$ cat src/rtl/fir_out_buffer.sv
// fir_out_buffer: first-word-fall-through output FIFO placed behind the FIR
// filter. Accepts every valid filter sample while space exists (or while the
// head is being consumed in the same cycle), presents the head with a
// valid/ready handshake, and records overflows in a sticky flag plus a
// saturating drop counter.
module fir_out_buffer #(
  parameter int DW    = 9,   // sample width, matches the FIR output
  parameter int DEPTH = 8,   // entries, power of two, at least 2
  parameter int AW    = 3    // pointer width, log2(DEPTH)
) (
  input  logic          CLK,
  input  logic          RST,
  input  logic          VIN,
  input  logic [DW-1:0] DIN,
  input  logic          RDY,
  input  logic          CLR_OVF,
  output logic          VOUT,
  output logic [DW-1:0] DOUT,
  output logic          FULL,
  output logic          EMPTY,
  output logic [AW:0]   COUNT,
  output logic          OVF,
  output logic [7:0]    DROPS
);

  localparam logic [AW:0] DEPTH_CNT = (AW+1)'(DEPTH);
  localparam logic [7:0]  DROPS_MAX = 8'd255;

  // Sample storage; contents are never reset, occupancy decides validity.
  logic [DW-1:0] mem [DEPTH];

  logic [AW-1:0] wr_ptr_reg, wr_ptr_next;
  logic [AW-1:0] rd_ptr_reg, rd_ptr_next;
  logic [AW:0]   count_reg, count_next;
  logic          ovf_reg, ovf_next;
  logic [7:0]    drops_reg, drops_next;

  logic             not_empty;
  logic             is_full;
  logic             pop;
  logic             push;
  logic             overflow;
  logic [DEPTH-1:0] wr_en;

  // Handshake decode. A full FIFO still takes a sample when the head
  // leaves on the same edge, so only a stalled full FIFO drops data.
  assign not_empty = (count_reg != '0);
  assign is_full   = (count_reg == DEPTH_CNT);
  assign pop       = not_empty & RDY;
  assign push      = VIN & (~is_full | pop);
  assign overflow  = VIN & is_full & ~RDY;

  // One write enable per entry, selected by the write pointer.
  generate
    for (genvar gi = 0; gi < DEPTH; gi++) begin : g_wr_en
      assign wr_en[gi] = push && (wr_ptr_reg == AW'(gi));
    end
  endgenerate

  // Capture the accepted sample into the addressed entry.
  always_ff @(posedge CLK) begin
    for (int i = 0; i < DEPTH; i++) begin
      if (wr_en[i]) begin
        mem[i] <= DIN;
      end
    end
  end

  // Next-state: pointers wrap naturally at DEPTH, occupancy tracks push-pop,
  // overflow beats clear for the flag while clear beats overflow for the count.
  always_comb begin
    wr_ptr_next = wr_ptr_reg;
    rd_ptr_next = rd_ptr_reg;
    count_next  = count_reg + {{AW{1'b0}}, push} - {{AW{1'b0}}, pop};
    ovf_next    = ovf_reg;
    drops_next  = drops_reg;

    if (push) begin
      wr_ptr_next = wr_ptr_reg + AW'(1);
    end
    if (pop) begin
      rd_ptr_next = rd_ptr_reg + AW'(1);
    end

    if (overflow) begin
      ovf_next = 1'b1;
    end else if (CLR_OVF) begin
      ovf_next = 1'b0;
    end

    if (CLR_OVF) begin
      drops_next = 8'd0;
    end else if (overflow && (drops_reg != DROPS_MAX)) begin
      drops_next = drops_reg + 8'd1;
    end
  end

  // Control state register; reset empties the FIFO at once, no edge needed.
  always_ff @(posedge CLK or posedge RST) begin
    if (RST) begin
      wr_ptr_reg <= '0;
      rd_ptr_reg <= '0;
      count_reg  <= '0;
      ovf_reg    <= 1'b0;
      drops_reg  <= 8'd0;
    end else begin
      wr_ptr_reg <= wr_ptr_next;
      rd_ptr_reg <= rd_ptr_next;
      count_reg  <= count_next;
      ovf_reg    <= ovf_next;
      drops_reg  <= drops_next;
    end
  end

  // Outputs come straight from state; DOUT is forced to zero when empty so
  // stale memory never shows up on the bus.
  assign VOUT  = not_empty;
  assign EMPTY = ~not_empty;
  assign FULL  = is_full;
  assign COUNT = count_reg;
  assign DOUT  = not_empty ? mem[rd_ptr_reg] : '0;
  assign OVF   = ovf_reg;
  assign DROPS = drops_reg;

endmodule
$ cat config.mk
export PLATFORM = sky130hd
export DESIGN_NAME = fir_out_buffer
export DESIGN_NICKNAME = d
export VERILOG_FILES = /design/src/rtl/fir_out_buffer.sv
export SDC_FILE = /design/constraint.sdc
export NUM_CORES = 1
export LEC_CHECK = 0
export ABC_AREA = 1
export CORE_ASPECT_RATIO = 1.75
export CORE_MARGIN = 5
export CORE_UTILIZATION = 50
export DETAILED_ROUTE_END_ITERATION = 10
export GPL_TIMING_DRIVEN = 0
export PLACE_DENSITY = 0.77
export SYNTH_ARGS = -nofsm -noshare
export SYNTH_HDL_FRONTEND = slang
export SYNTH_SLANG_ARGS = --single-unit
$ cat constraint.sdc
create_clock -name CLK -period 4.95 [get_ports CLK]
set_input_delay 0.99 -clock CLK [delete_from_list [all_inputs] [get_ports CLK]]
set_output_delay 0.99 -clock CLK [all_outputs]
set_load 0.02 [all_outputs]
==> flow_results.xml, run 1 <==
<?xml version="1.0" encoding="UTF-8"?>
<metrics>
  <group name="layout">
    <metric name="finalNonFillerCells" unit="">543</metric>
    <metric name="finish.utilization" unit="%">60.5</metric>
    <metric name="post_route_cells_drive_above_1_share" unit="%">12.2</metric>
    <metric name="max_reg_flops" unit="">72</metric>
    <metric name="layout.nets" unit="">474</metric>
    <metric name="postLayoutCellArea" unit="um^2">4960</metric>
    <metric name="synthToLayoutAreaGrowth" unit="%">20.2</metric>
    <metric name="registers.top_by_ff_count" unit="">mem</metric>
    <metric name="antenna-diode-count" unit="">0</metric>
  </group>
  <group name="route">
    <metric name="post-route-drc-count" unit="">0</metric>
    <metric name="dr.first_iter.drc_count" unit="">243</metric>
    <metric name="routed_wirelength" unit="mm">8.87</metric>
    <metric name="antenna_violating_nets_left" unit="">0</metric>
    <metric name="route.met2.wl" unit="mm">4.87</metric>
    <metric name="route.met3.wl" unit="um">433</metric>
    <metric name="first_pass_iters" unit="">5</metric>
    <metric name="detail_route.wl_per_cell" unit="um">16.3</metric>
    <metric name="post_route_m1_wl" unit="mm">3.24</metric>
    <metric name="topRoutingLayerUsed" unit="">met4</metric>
    <metric name="avgViaCountPerCell" unit="">5.38</metric>
    <metric name="num_vias" unit="">2923</metric>
  </group>
  <group name="synthesis">
    <metric name="mean_instance_size_in_the_synthesized_netlist" unit="um^2">10.5</metric>
    <metric name="post_synthesis_net_count" unit="">422</metric>
    <metric name="async_reset_ff_share" unit="%">20.9</metric>
    <metric name="syn-instance-count" unit="">394</metric>
    <metric name="synth.yosys.seq_area_share" unit="%">63.9</metric>
    <metric name="ys_ff_latch" unit="">91</metric>
    <metric name="synth-warning-count" unit="">0</metric>
    <metric name="synth_common_cells" unit="">sky130_fd_sc_hd__nor2_1 (106), sky130_fd_sc_hd__edfxtp_1 (72), sky130_fd_sc_hd__nand2_1 (44)</metric>
    <metric name="yosys.cell_count.top_type" unit="">sky130_fd_sc_hd__nor2_1</metric>
    <metric name="netlist_top_cells_area" unit="">sky130_fd_sc_hd__edfxtp_1 (52%), sky130_fd_sc_hd__dfrtp_1 (12%), sky130_fd_sc_hd__nor2_1 (9.6%), sky130_fd_sc_hd__o21ai_1 (4.1%), sky130_fd_sc_hd__nand2_1 (4.0%)</metric>
    <metric name="synth_cell_type_count" unit="">26</metric>
    <metric name="synth_top_cell_by_area" unit="">sky130_fd_sc_hd__edfxtp_1</metric>
    <metric name="ys_dominant_reg_cell" unit="">sky130_fd_sc_hd__edfxtp_1</metric>
    <metric name="netlist.area_leader.share" unit="%">52.4</metric>
    <metric name="mappedNetlistArea" unit="um^2">4130</metric>
    <metric name="synth-edff-count" unit="">72</metric>
  </group>
  <group name="die">
    <metric name="placeable_core_area" unit="um^2">8200</metric>
    <metric name="die_height" unit="um">130</metric>
    <metric name="core.rowCount" unit="">44</metric>
    <metric name="boundaryPins" unit="">39</metric>
    <metric name="initial_utilization" unit="%">50.3</metric>
    <metric name="die_area" unit="um^2">10200</metric>
    <metric name="die_w" unit="um">78.7</metric>
  </group>
  <group name="sta">
    <metric name="final-setup-viol-count" unit="">0</metric>
    <metric name="rsz_0062_raised_after_global_routing" unit="">false</metric>
    <metric name="timing.hold.ws" unit="ns">0.510</metric>
    <metric name="fmaxAchievable" unit="MHz">297</metric>
    <metric name="timing_hold_violations_final" unit="">0</metric>
    <metric name="finClkSkew" unit="ns">0.00695</metric>
    <metric name="timing.setup.tns" unit="ns">0</metric>
    <metric name="worst_slack" unit="ns">1.58</metric>
    <metric name="worst_slew_pin_slew" unit="ns">0.927</metric>
    <metric name="final_min_period_over_clock_period" unit="%">68.0</metric>
    <metric name="post-route-min-period" unit="ns">3.37</metric>
    <metric name="slew_headroom" unit="%">38.0</metric>
    <metric name="timing_max_transition_violations_final" unit="">0</metric>
  </group>
  <group name="grt">
    <metric name="antenna_found_initial" unit="">0</metric>
    <metric name="grt_pass1_vias" unit="">2979</metric>
    <metric name="groute.usage.overall" unit="%">18.7</metric>
    <metric name="grt_max_degree" unit="">20</metric>
    <metric name="grt.overflow.total" unit="">0</metric>
    <metric name="grt_pass1_wl" unit="mm">14.3</metric>
  </group>
  <group name="clock_network">
    <metric name="cts_setup_buffers" unit="">0</metric>
    <metric name="clk-insertion-delay-late" unit="ns">0.34</metric>
    <metric name="clk_pin_slew" unit="ns">0.06</metric>
    <metric name="cts_tree" unit="">done</metric>
    <metric name="cts-root-buf" unit="">sky130_fd_sc_hd__clkbuf_16</metric>
    <metric name="cts_buffers" unit="">9</metric>
    <metric name="htree_num_levels" unit="">3</metric>
    <metric name="clockBufferDepth" unit="">2</metric>
    <metric name="cts.sinks" unit="">91</metric>
    <metric name="cts_hold_buffers" unit="">0</metric>
    <metric name="cts_repair_resize_count" unit="">0</metric>
  </group>
  <group name="place">
    <metric name="cell_count_after_placement" unit="">525</metric>
    <metric name="io_buffers" unit="">38</metric>
    <metric name="placed_cell_area" unit="um^2">4630</metric>
    <metric name="place_hpwl" unit="mm">6.20</metric>
    <metric name="dp_worst_setup_slack" unit="ns">1.48</metric>
    <metric name="routability_driven_placement_congestion_ratio" unit="">0.860</metric>
  </group>
  <group name="power">
    <metric name="p_leak" unit="nW">1.95</metric>
    <metric name="design_power_total" unit="mW">2.95</metric>
    <metric name="ir_worst_vdd" unit="mV">0.406</metric>
    <metric name="cellPowerDensity" unit="nW/um^2">594</metric>
  </group>
  <group name="critical_path">
    <metric name="worst-path-max-fanout" unit="">10</metric>
    <metric name="arrival_time_at_the_worst_endpoint" unit="ns">2.38</metric>
    <metric name="crit_required" unit="ns">3.96</metric>
    <metric name="worst-r2r-cell-count" unit="">9</metric>
    <metric name="critical_path.reg2reg.endpoint" unit="">mem[0][0]$_DFFE_PP_</metric>
    <metric name="regToRegStartpoint" unit="">COUNT[2]$_DFF_PP0_</metric>
    <metric name="timing.critical_path.from_type" unit="">flop</metric>
    <metric name="slack_of_the_worst_reg_to_reg_path" unit="ns">2.57</metric>
    <metric name="cp-end-kind" unit="">primary output</metric>
    <metric name="setup.worst_path.class" unit="">flop to primary output</metric>
  </group>
  <group name="run">
    <metric name="cap_violations" unit="">0</metric>
  </group>
  <group name="min_path">
    <metric name="hp-class" unit="">flop to flop</metric>
    <metric name="worstHoldStart" unit="">OVF$_DFFE_PP0P_</metric>
    <metric name="worst_hold_path.num_cells" unit="">2</metric>
    <metric name="hold_endpoint" unit="">OVF$_DFFE_PP0P_</metric>
  </group>
  <group name="outcome">
    <metric name="status" unit="">completed</metric>
  </group>
</metrics>
-- power by group --
part | total (mW) | leakage [nW] | switching, mW | internal (mW)
clock | 0.675 | 0.138 | 0.282 | 0.393
combinational | 1.25 | 0.916 | 0.763 | 0.488
sequential | 1.02 | 0.897 | 0.0566 | 0.963
-- how the worst max path moves through the flow --
stage,slack (ns),from,to
5_1_grt,1.47,rd_ptr_reg[0]$_DFFE_PP0N_,DOUT[8]
3_3_place_gp,1.49,RDY,mem[0][5]$_DFFE_PP_
6_report,1.58,rd_ptr_reg[0]$_DFFE_PP0N_,DOUT[4]
3_5_place_dp,1.48,RDY,mem[1][2]$_DFFE_PP_
2_1_floorplan,2.53,COUNT[2]$_DFF_PP0_,DOUT[0]
4_1_cts,1.56,rd_ptr_reg[0]$_DFFE_PP0N_,DOUT[4]
-- per-layer routing --
metal | GRT usage, % | up-vias
met5 | 0 | -
met2 | 34.5 | 103
li1 | - | 1427
met3 | 4.01 | 25
met4 | 10.5 | 0
met1 | 19.4 | 1368
-- cells in the final DEF, fill, tap and decap left out, drive strengths merged, types with 13 or more instances in the layout --
| cell | instances |
|---|---|
| nand2 | 51 |
| clkdlybuf4s50 | 38 |
| ha | 13 |
| inv | 28 |
| dfrtp | 19 |
| edfxtp | 72 |
| nand3 | 27 |
| nor2 | 108 |
| o21ai | 43 |
| buf | 16 |
-- final cells by class --
cell class | instances | area, um^2
buffer | 15 | 98.8
clock buffer | 9 | 225
clock inverter | 7 | 78.8
fill | 668 | 3240
inverter | 28 | 110
multi-input combinational | 260 | 1300
sequential | 91 | 2640
tap | 92 | 115
timing repair buffer | 41 | 398
-- cells by family (layout without fill, tap and decap cells) --
logic type | count (synthesis) | after routing | share of synthesized area, %
and+or+nand+nor | 194 | 194 | 19.8
AOI/OAI and AO/OA | 47 | 47 | 5.79
adders and majority gates | 14 | 14 | 4.43
xor gates and xnor gates | 5 | 5 | 1.06
DFF | 91 | 91 | 63.9
buffers and inverters | 43 | 100 | 5.06
-- critical path, stage by stage, from the launching register on --
cell	delay, ns
sky130_fd_sc_hd__dfrtp_1	0.39
sky130_fd_sc_hd__buf_4	0.19
sky130_fd_sc_hd__inv_4	0.11
sky130_fd_sc_hd__buf_2	0.26
sky130_fd_sc_hd__o21ai_1	0.12
sky130_fd_sc_hd__nand3_1	0.13
sky130_fd_sc_hd__nand2_1	0.06
sky130_fd_sc_hd__nor2_1	0.14
sky130_fd_sc_hd__clkdlybuf4s50_1	0.63
Note: power is estimated with default switching activity, not from simulation.
==> run 2, diff against run 1 <==
- PLACE_DENSITY: 0.77 -> 0.8
- clock period: 4.95 -> 2.8 ns (I/O delays scaled with it)
==> run 2 against run 1 <==
Net effect:
- global-route usage decreased by 0.79 points
- design area decreased by 0.20%
- cell count decreased by 0.55%
- clock power increased by 69%
- combinational power increased by 74%
- setup slack got worse by 1.4 ns
- largest power group unchanged
- sequential cell count unchanged
- wire length increased by 0.10%
- total power increased by 74%
- die area unchanged
- critical endpoint is now DOUT[2]
- sequential share of layout area increased by 0.11 points
- highest routed layer unchanged
==> flow_results.xml, run 2 (synthesis gave the netlist of run 1 again) <==
<?xml version="1.0" encoding="UTF-8"?>
<metrics>
  <group name="outcome">
    <metric name="status" unit="">completed</metric>
  </group>
  <group name="clock_network">
    <metric name="cts-root-buf" unit="">sky130_fd_sc_hd__clkbuf_16</metric>
    <metric name="cts_repair_resize_count" unit="">8</metric>
    <metric name="clk_pin_slew" unit="ns">0.06</metric>
    <metric name="clockBufferDepth" unit="">2</metric>
    <metric name="cts_setup_buffers" unit="">0</metric>
    <metric name="htree_num_levels" unit="">3</metric>
    <metric name="cts.sinks" unit="">91</metric>
    <metric name="cts_hold_buffers" unit="">0</metric>
    <metric name="clk-insertion-delay-late" unit="ns">0.33</metric>
    <metric name="cts_buffers" unit="">9</metric>
    <metric name="cts_tree" unit="">done</metric>
  </group>
  <group name="power">
    <metric name="ir_worst_vdd" unit="mV">0.631</metric>
    <metric name="p_leak" unit="nW">1.98</metric>
    <metric name="design_power_total" unit="mW">5.14</metric>
    <metric name="cellPowerDensity" unit="nW/um^2">1040</metric>
  </group>
  <group name="sta">
    <metric name="final_min_period_over_clock_period" unit="%">91.7</metric>
    <metric name="timing_hold_violations_final" unit="">0</metric>
    <metric name="post-route-min-period" unit="ns">2.57</metric>
    <metric name="slew_headroom" unit="%">39.6</metric>
    <metric name="fmaxAchievable" unit="MHz">389</metric>
    <metric name="rsz_0062_raised_after_global_routing" unit="">false</metric>
    <metric name="finClkSkew" unit="ns">0.00510</metric>
    <metric name="worst_slew_pin_slew" unit="ns">0.902</metric>
    <metric name="timing_max_transition_violations_final" unit="">0</metric>
    <metric name="final-setup-viol-count" unit="">0</metric>
  </group>
  <group name="die">
    <metric name="boundaryPins" unit="">39</metric>
    <metric name="initial_utilization" unit="%">50.3</metric>
    <metric name="placeable_core_area" unit="um^2">8200</metric>
    <metric name="core.rowCount" unit="">44</metric>
    <metric name="die_height" unit="um">130</metric>
    <metric name="die_area" unit="um^2">10200</metric>
    <metric name="die_w" unit="um">78.7</metric>
  </group>
  <group name="grt">
    <metric name="antenna_found_initial" unit="">0</metric>
    <metric name="grt_pass1_wl" unit="mm">13.6</metric>
    <metric name="grt_pass1_vias" unit="">2815</metric>
    <metric name="groute.usage.overall" unit="%">17.9</metric>
    <metric name="grt.overflow.total" unit="">0</metric>
    <metric name="grt_max_degree" unit="">20</metric>
  </group>
  <group name="critical_path">
    <metric name="critical_path.most_common_cell" unit="">sky130_fd_sc_hd__buf_4</metric>
    <metric name="worstPathBufferInverterCount" unit="">4</metric>
    <metric name="worst-path-max-fanout" unit="">10</metric>
    <metric name="setup.worst_path.class" unit="">flop to primary output</metric>
    <metric name="arrival_time_at_the_worst_endpoint" unit="ns">2.01</metric>
    <metric name="slack_of_the_worst_reg_to_reg_path" unit="ns">0.55</metric>
    <metric name="path_cells" unit="">buf_4 &gt; inv_4 &gt; buf_4 &gt; o21ai_1 &gt; nand3_1 &gt; nand2_1 &gt; nor2_1 &gt; dlygate4sd2_1</metric>
    <metric name="critical_path.slowest_cell" unit="">sky130_fd_sc_hd__dfrtp_1</metric>
    <metric name="worst_path_largest_cell_delay" unit="ns">0.38</metric>
    <metric name="cp_top_family" unit="">buffers and inverters</metric>
    <metric name="crit_required" unit="ns">2.24</metric>
    <metric name="timing.critical_path.from_type" unit="">flop</metric>
    <metric name="cp-end-kind" unit="">primary output</metric>
  </group>
  <group name="route">
    <metric name="antenna_violating_nets_left" unit="">0</metric>
    <metric name="post-route-drc-count" unit="">0</metric>
    <metric name="route.met3.wl" unit="um">479</metric>
    <metric name="routed_wirelength" unit="mm">8.88</metric>
    <metric name="avgViaCountPerCell" unit="">5.42</metric>
    <metric name="num_vias" unit="">2925</metric>
    <metric name="dr.first_iter.drc_count" unit="">320</metric>
    <metric name="post_route_m1_wl" unit="mm">3.22</metric>
    <metric name="detail_route.wl_per_cell" unit="um">16.4</metric>
    <metric name="route.met2.wl" unit="mm">4.88</metric>
    <metric name="topRoutingLayerUsed" unit="">met4</metric>
    <metric name="first_pass_iters" unit="">5</metric>
  </group>
  <group name="run">
    <metric name="cap_violations" unit="">0</metric>
  </group>
  <group name="layout">
    <metric name="n_fill_cell" unit="">657</metric>
    <metric name="finish.utilization" unit="%">60.3</metric>
    <metric name="post_route_cells_drive_above_1_share" unit="%">11.6</metric>
    <metric name="layout.nets" unit="">471</metric>
    <metric name="layout_common_cells" unit="">sky130_fd_sc_hd__nor2_1 (106), sky130_fd_sc_hd__edfxtp_1 (72), sky130_fd_sc_hd__nand2_1 (44), sky130_fd_sc_hd__o21ai_1 (34), sky130_fd_sc_hd__clkdlybuf4s50_1 (29)</metric>
    <metric name="registers.top_by_ff_count" unit="">mem</metric>
    <metric name="antenna-diode-count" unit="">0</metric>
    <metric name="max_reg_flops" unit="">72</metric>
    <metric name="postLayoutCellArea" unit="um^2">4950</metric>
    <metric name="most_common_library_cell_in_the_layout_ignoring_fill_and_taps" unit="">sky130_fd_sc_hd__nor2_1</metric>
    <metric name="synthToLayoutAreaGrowth" unit="%">19.9</metric>
  </group>
  <group name="min_path">
    <metric name="hp-class" unit="">flop to flop</metric>
  </group>
  <group name="place">
    <metric name="routability_driven_placement_congestion_ratio" unit="">0.808</metric>
    <metric name="place_hpwl" unit="mm">6.22</metric>
    <metric name="io_buffers" unit="">38</metric>
    <metric name="placed_cell_area" unit="um^2">4620</metric>
  </group>
</metrics>
[run 2: cell count changes in the layout (fill, tap and decap cells not counted), moves of 2 or more]
| cell | delta |
|---|---|
| sky130_fd_sc_hd__buf_2 | -5 |
| sky130_fd_sc_hd__clkinv_4 | -2 |
| sky130_fd_sc_hd__buf_4 | +3 |
| sky130_fd_sc_hd__dlymetal6s2s_1 | +4 |
| sky130_fd_sc_hd__clkdlybuf4s50_1 | -9 |
| sky130_fd_sc_hd__clkinv_2 | +2 |
| sky130_fd_sc_hd__nor3_2 | +3 |
| sky130_fd_sc_hd__clkinv_1 | +2 |
| sky130_fd_sc_hd__clkinvlp_4 | -3 |
| sky130_fd_sc_hd__dlygate4sd2_1 | +5 |
| sky130_fd_sc_hd__nor3_1 | -3 |
[run 2: stage by stage]
step | setup WS (ns) | cells | hold slack [ns] | setup TNS [ns]
5_1_grt | 0.100 | 540 | 0.577 | 0
2_1_floorplan | 0.545 | 394 | 0.491 | 0
3_3_place_gp | -0.211 | 524 | 0.488 | -9.21
3_5_place_dp | -0.323 | 524 | 0.511 | -13.55
4_1_cts | 0.0206 | 540 | 0.529 | 0
6_report | 0.232 | 540 | 0.522 | 0
[run 2: layout make-up]
class,instances,area [um^2],area share (%)
Buffer,15,106,2.15
Clock buffer,10,229,4.63
Clock inverter,6,56.3,1.14
Inverter,28,110,2.22
Multi-Input combinational cell,260,1310,26.5
Sequential cell,91,2640,53.3
Tap cell,92,115,2.33
Timing Repair Buffer,38,384,7.76
[run 2: metal layers]
layer | GRT usage (%) | vias to the layer above
met5 | 0 | -
met2 | 32.9 | 114
met4 | 10.6 | 0
met1 | 18.5 | 1372
li1 | - | 1418
met3 | 3.87 | 21
[run 2: worst paths after layout]
kind / endpoint / start / cells after the start
worst max-delay path: DOUT[2] / rd_ptr_reg[0]$_DFFE_PP0N_ / 8
worst min-delay path: OVF$_DFFE_PP0P_ / OVF$_DFFE_PP0P_ / 2
worst max register to register: mem[3][3]$_DFFE_PP_ / COUNT[2]$_DFF_PP0_ / 8
worst min register to register: OVF$_DFFE_PP0P_ / OVF$_DFFE_PP0P_ / 2
max in group asynchronous: DROPS[0]$_DFFE_PP0P_ / RST / 2
min in group asynchronous: DROPS[3]$_DFFE_PP0P_ / RST / 2
[run 2: worst min-delay path, cell delays in order, from the launching register on]
cell and delay (ns):
sky130_fd_sc_hd__dfrtp_1 0.35, sky130_fd_sc_hd__nand2_1 0.05, sky130_fd_sc_hd__o21ai_0 0.08
[run 2: power breakdown]
group	switching [mW]	internal (mW)	leakage [nW]	total (mW)
Sequential	0.102	1.70	0.897	1.81
Clock	0.462	0.683	0.141	1.14
Combinational	1.38	0.807	0.946	2.18
==> run 3, diff against run 2 <==
- TNS_END_PERCENT: unset -> 5
==> results of run 3 <==
Same layout as run 2: the final DEF is identical, and so are final timing and power.
==> edit (settings of run 3) <==
Register the output `OVF` once more, cleared by the reset; this adds one clock of latency there. The other outputs are not delayed to match.
--- a/src/rtl/fir_out_buffer.sv
+++ b/src/rtl/fir_out_buffer.sv
@@ -119,7 +119,13 @@
   assign FULL  = is_full;
   assign COUNT = count_reg;
   assign DOUT  = not_empty ? mem[rd_ptr_reg] : '0;
-  assign OVF   = ovf_reg;
+  always_ff @(posedge CLK or posedge RST) begin
+    if (RST) begin
+      OVF <= '0;
+    end else begin
+      OVF <= ovf_reg;
+    end
+  end
   assign DROPS = drops_reg;
 
 endmodule
Check against the original RTL: not equivalent (Yosys sat finds a counterexample within 10 cycles, from zero or initial values and one cycle with RST high).
==> edit against run 3 <==
  * Power up 2.2%
  * Die area up 0.54%
  * Sequential cell count up 1
  * Sequential share of layout area down 0.073 points
  * Routed wire length down 0.91%
  * Worst hold slack worse by 0.13 ns
  * Area after synthesis up 0.61%
  * Register-to-register slack worse by 0.37 ns
  * Critical path depth down 2
  * Final area up 1.1%
  * Synthesized cell count up 0.25%
  * Via count up 0.41%
  * Worst setup slack worse by 0.097 ns
  * Largest cell class unchanged
  * Count of clock-buffer cells in the layout down 1
  * Critical endpoint is now mem[6][8]
==> edit: results <==
{
  "max-slew-margin-rel_pct": 6.83,
  "ff_to_ff_path_depth": 8,
  "synth_cell_type_count": 26,
  "dpl_hpwl_mm": 6.17,
  "number_of_detailed_routing_iterations_run_before_antenna_repair": 6,
  "grt_antenna_before_repair": 0,
  "share_of_final_layout_standard_cells_stronger_than_drive_strength_1_pct": 11.8,
  "synth_enable_flop_cells": 72,
  "met2_usage_pct": 34.2,
  "cts_made_buffers": 9,
  "wl_mm": 8.80,
  "antenna_cells_inserted": 0,
  "clkLatencyLatePin_ns": 0.33,
  "ys_dominant_reg_cell": "edfxtp_1",
  "htree_levels": 3,
  "async_flop_share_pct": 21.7,
  "outcome": "complete, no violations",
  "seq_area_frac_synth_pct": 64.1,
  "first_pass_grt_wire_length_mm": 13.9,
  "largest_register_ffs": 72,
  "place_ws_ns": -0.236,
  "first_global_vias": 2912,
  "postSynthNetCount": 423,
  "fill_cells": 636,
  "leakage_nw": 2.00,
  "yosys-top-cells-area": "edfxtp_1 52%, dfrtp_1 12%, nor2_1 9.6%, o21ai_1 4.1%, nand2_1 4.0%",
  "worst_hold_path.num_cells": 0,
  "vdd_drop_max_v": 0.000649,
  "clk_pin_slew_ns": 0.06,
  "clock-skew-final_ns": 0.00503,
  "synth.top_cells.by_count": "106 x nor2_1, 72 x edfxtp_1, 44 x nand2_1, 34 x o21ai_1, 25 x nand3_1",
  "cts_max_path_buffers": 2,
  "cts_hold_buffers": 0,
  "globalRouteMet3Util_pct": 3.91,
  "worst_ep_arrival_time_ns": 2.61,
  "gpl.final_weighted_congestion": 0.844,
  "global_route.usage.met1_pct": 18.3,
  "io_buffer_count": 38,
  "timing.hold.worst.class": "reg -> reg",
  "synthesis.yosys.warnings": 0,
  "cts-root-buf": "clkbuf_16",
  "nets": 473,
  "crit_fanout": 10,
  "switching_power_w": 0.00195,
  "detail_route.iter0.violations": 336,
  "globalRouteTotalUtil_pct": 18.2,
  "max_flop_register": "mem",
  "grt_start_max_net_pins": 21,
  "post_cts_buffers": 0,
  "route.detailed.vias_per_inst": 5.42
}
## edit: changes by cell type in the layout (fill, tap and decap cells not counted)
cell / change
buf_4: +1
bufinv_16: +1
clkbuf_1: -1
clkinv_1: -2
clkinv_2: -2
clkinvlp_4: +3
dfrtp_1: +1
dlygate4sd2_1: +1
dlymetal6s2s_1: -1
inv_6: +1
nor3_1: +3
nor3_2: -3
## edit: layout make-up
cell class | instances | area share [%]
Clock buffer | 9 | 4.50
Multi-Input combinational cell | 260 | 25.9
Inverter | 28 | 2.20
Clock inverter | 7 | 2.00
Buffer | 15 | 2.13
Sequential cell | 92 | 53.2
Timing Repair Buffer | 39 | 7.75
Tap cell | 92 | 2.30
## edit: cells by family after synthesis
group	count (synthesis)	synth area share, %
AND/OR/NAND/NOR	194	19.6
flip-flops	92	64.1
AO/OA/AOI/OAI	47	5.75
buffers and inverters	43	5.03
adder cells (fa/ha/maj)	14	4.40
XOR/XNOR	5	1.05
## edit: what timing repair did
action	in CTS	in global routing
cloned	0	0
endpoints found under the setup margin	7	3
hold endpoints to repair	0	0
resized for setup	9	3
## edit: final timing paths
| path | end | from | slack (ns) |
|---|---|---|---|
| min | OVF | ovf_reg | 0.39 |
| min in group asynchronous | ovf_reg | RST | 0.66 |
| max | mem[6][8] | RDY | 0.14 |
| max reg2reg | mem[6][8] | COUNT[2] | 0.18 |
| max in group asynchronous | DROPS[5] | RST | 1.66 |
| min reg2reg | OVF | ovf_reg | 0.39 |
## edit: power groups by stage
| stage | Combinational (W) | Clock, W | Sequential [W] |
|---|---|---|---|
| after global routing | 0.00238 | 0.00136 | 0.00184 |
| after floorplan | 0.00139 | 0 | 0.00186 |
| final | 0.00216 | 0.00127 | 0.00182 |
| after detailed placement | 0.00220 | 0 | 0.00184 |
| after CTS | 0.00216 | 0.00129 | 0.00182 |
| after global placement | 0.00214 | 0 | 0.00183 |
## edit: critical path: stages
cell	delay, ns
clkdlybuf4s50_1	0.54
nand2_2	0.13
nand2_2	0.09
nand2_2	0.07
buf_6	0.16
nor3_1	1.05
## edit: stage by stage
step / hold WS [ns] / cells / util, % / cell area [sq um]
2_1_floorplan: 0.354 / 395 / - / 4150
3_3_place_gp: 0.371 / 525 / 56.7 / 4650
3_5_place_dp: 0.364 / 526 / 56.8 / 4660
6_report: 0.389 / 542 / 61.0 / 5000
5_1_grt: 0.411 / 542 / 61.0 / 5000
4_1_cts: 0.387 / 542 / 60.7 / 4980
## edit: per-layer routing
metal / wire length (um) / vias up
met5: 0 / -
met4: 358 / 0
met3: 477 / 24
met2: 4820 / 113
met1: 3140 / 1381
li1: - / 1419
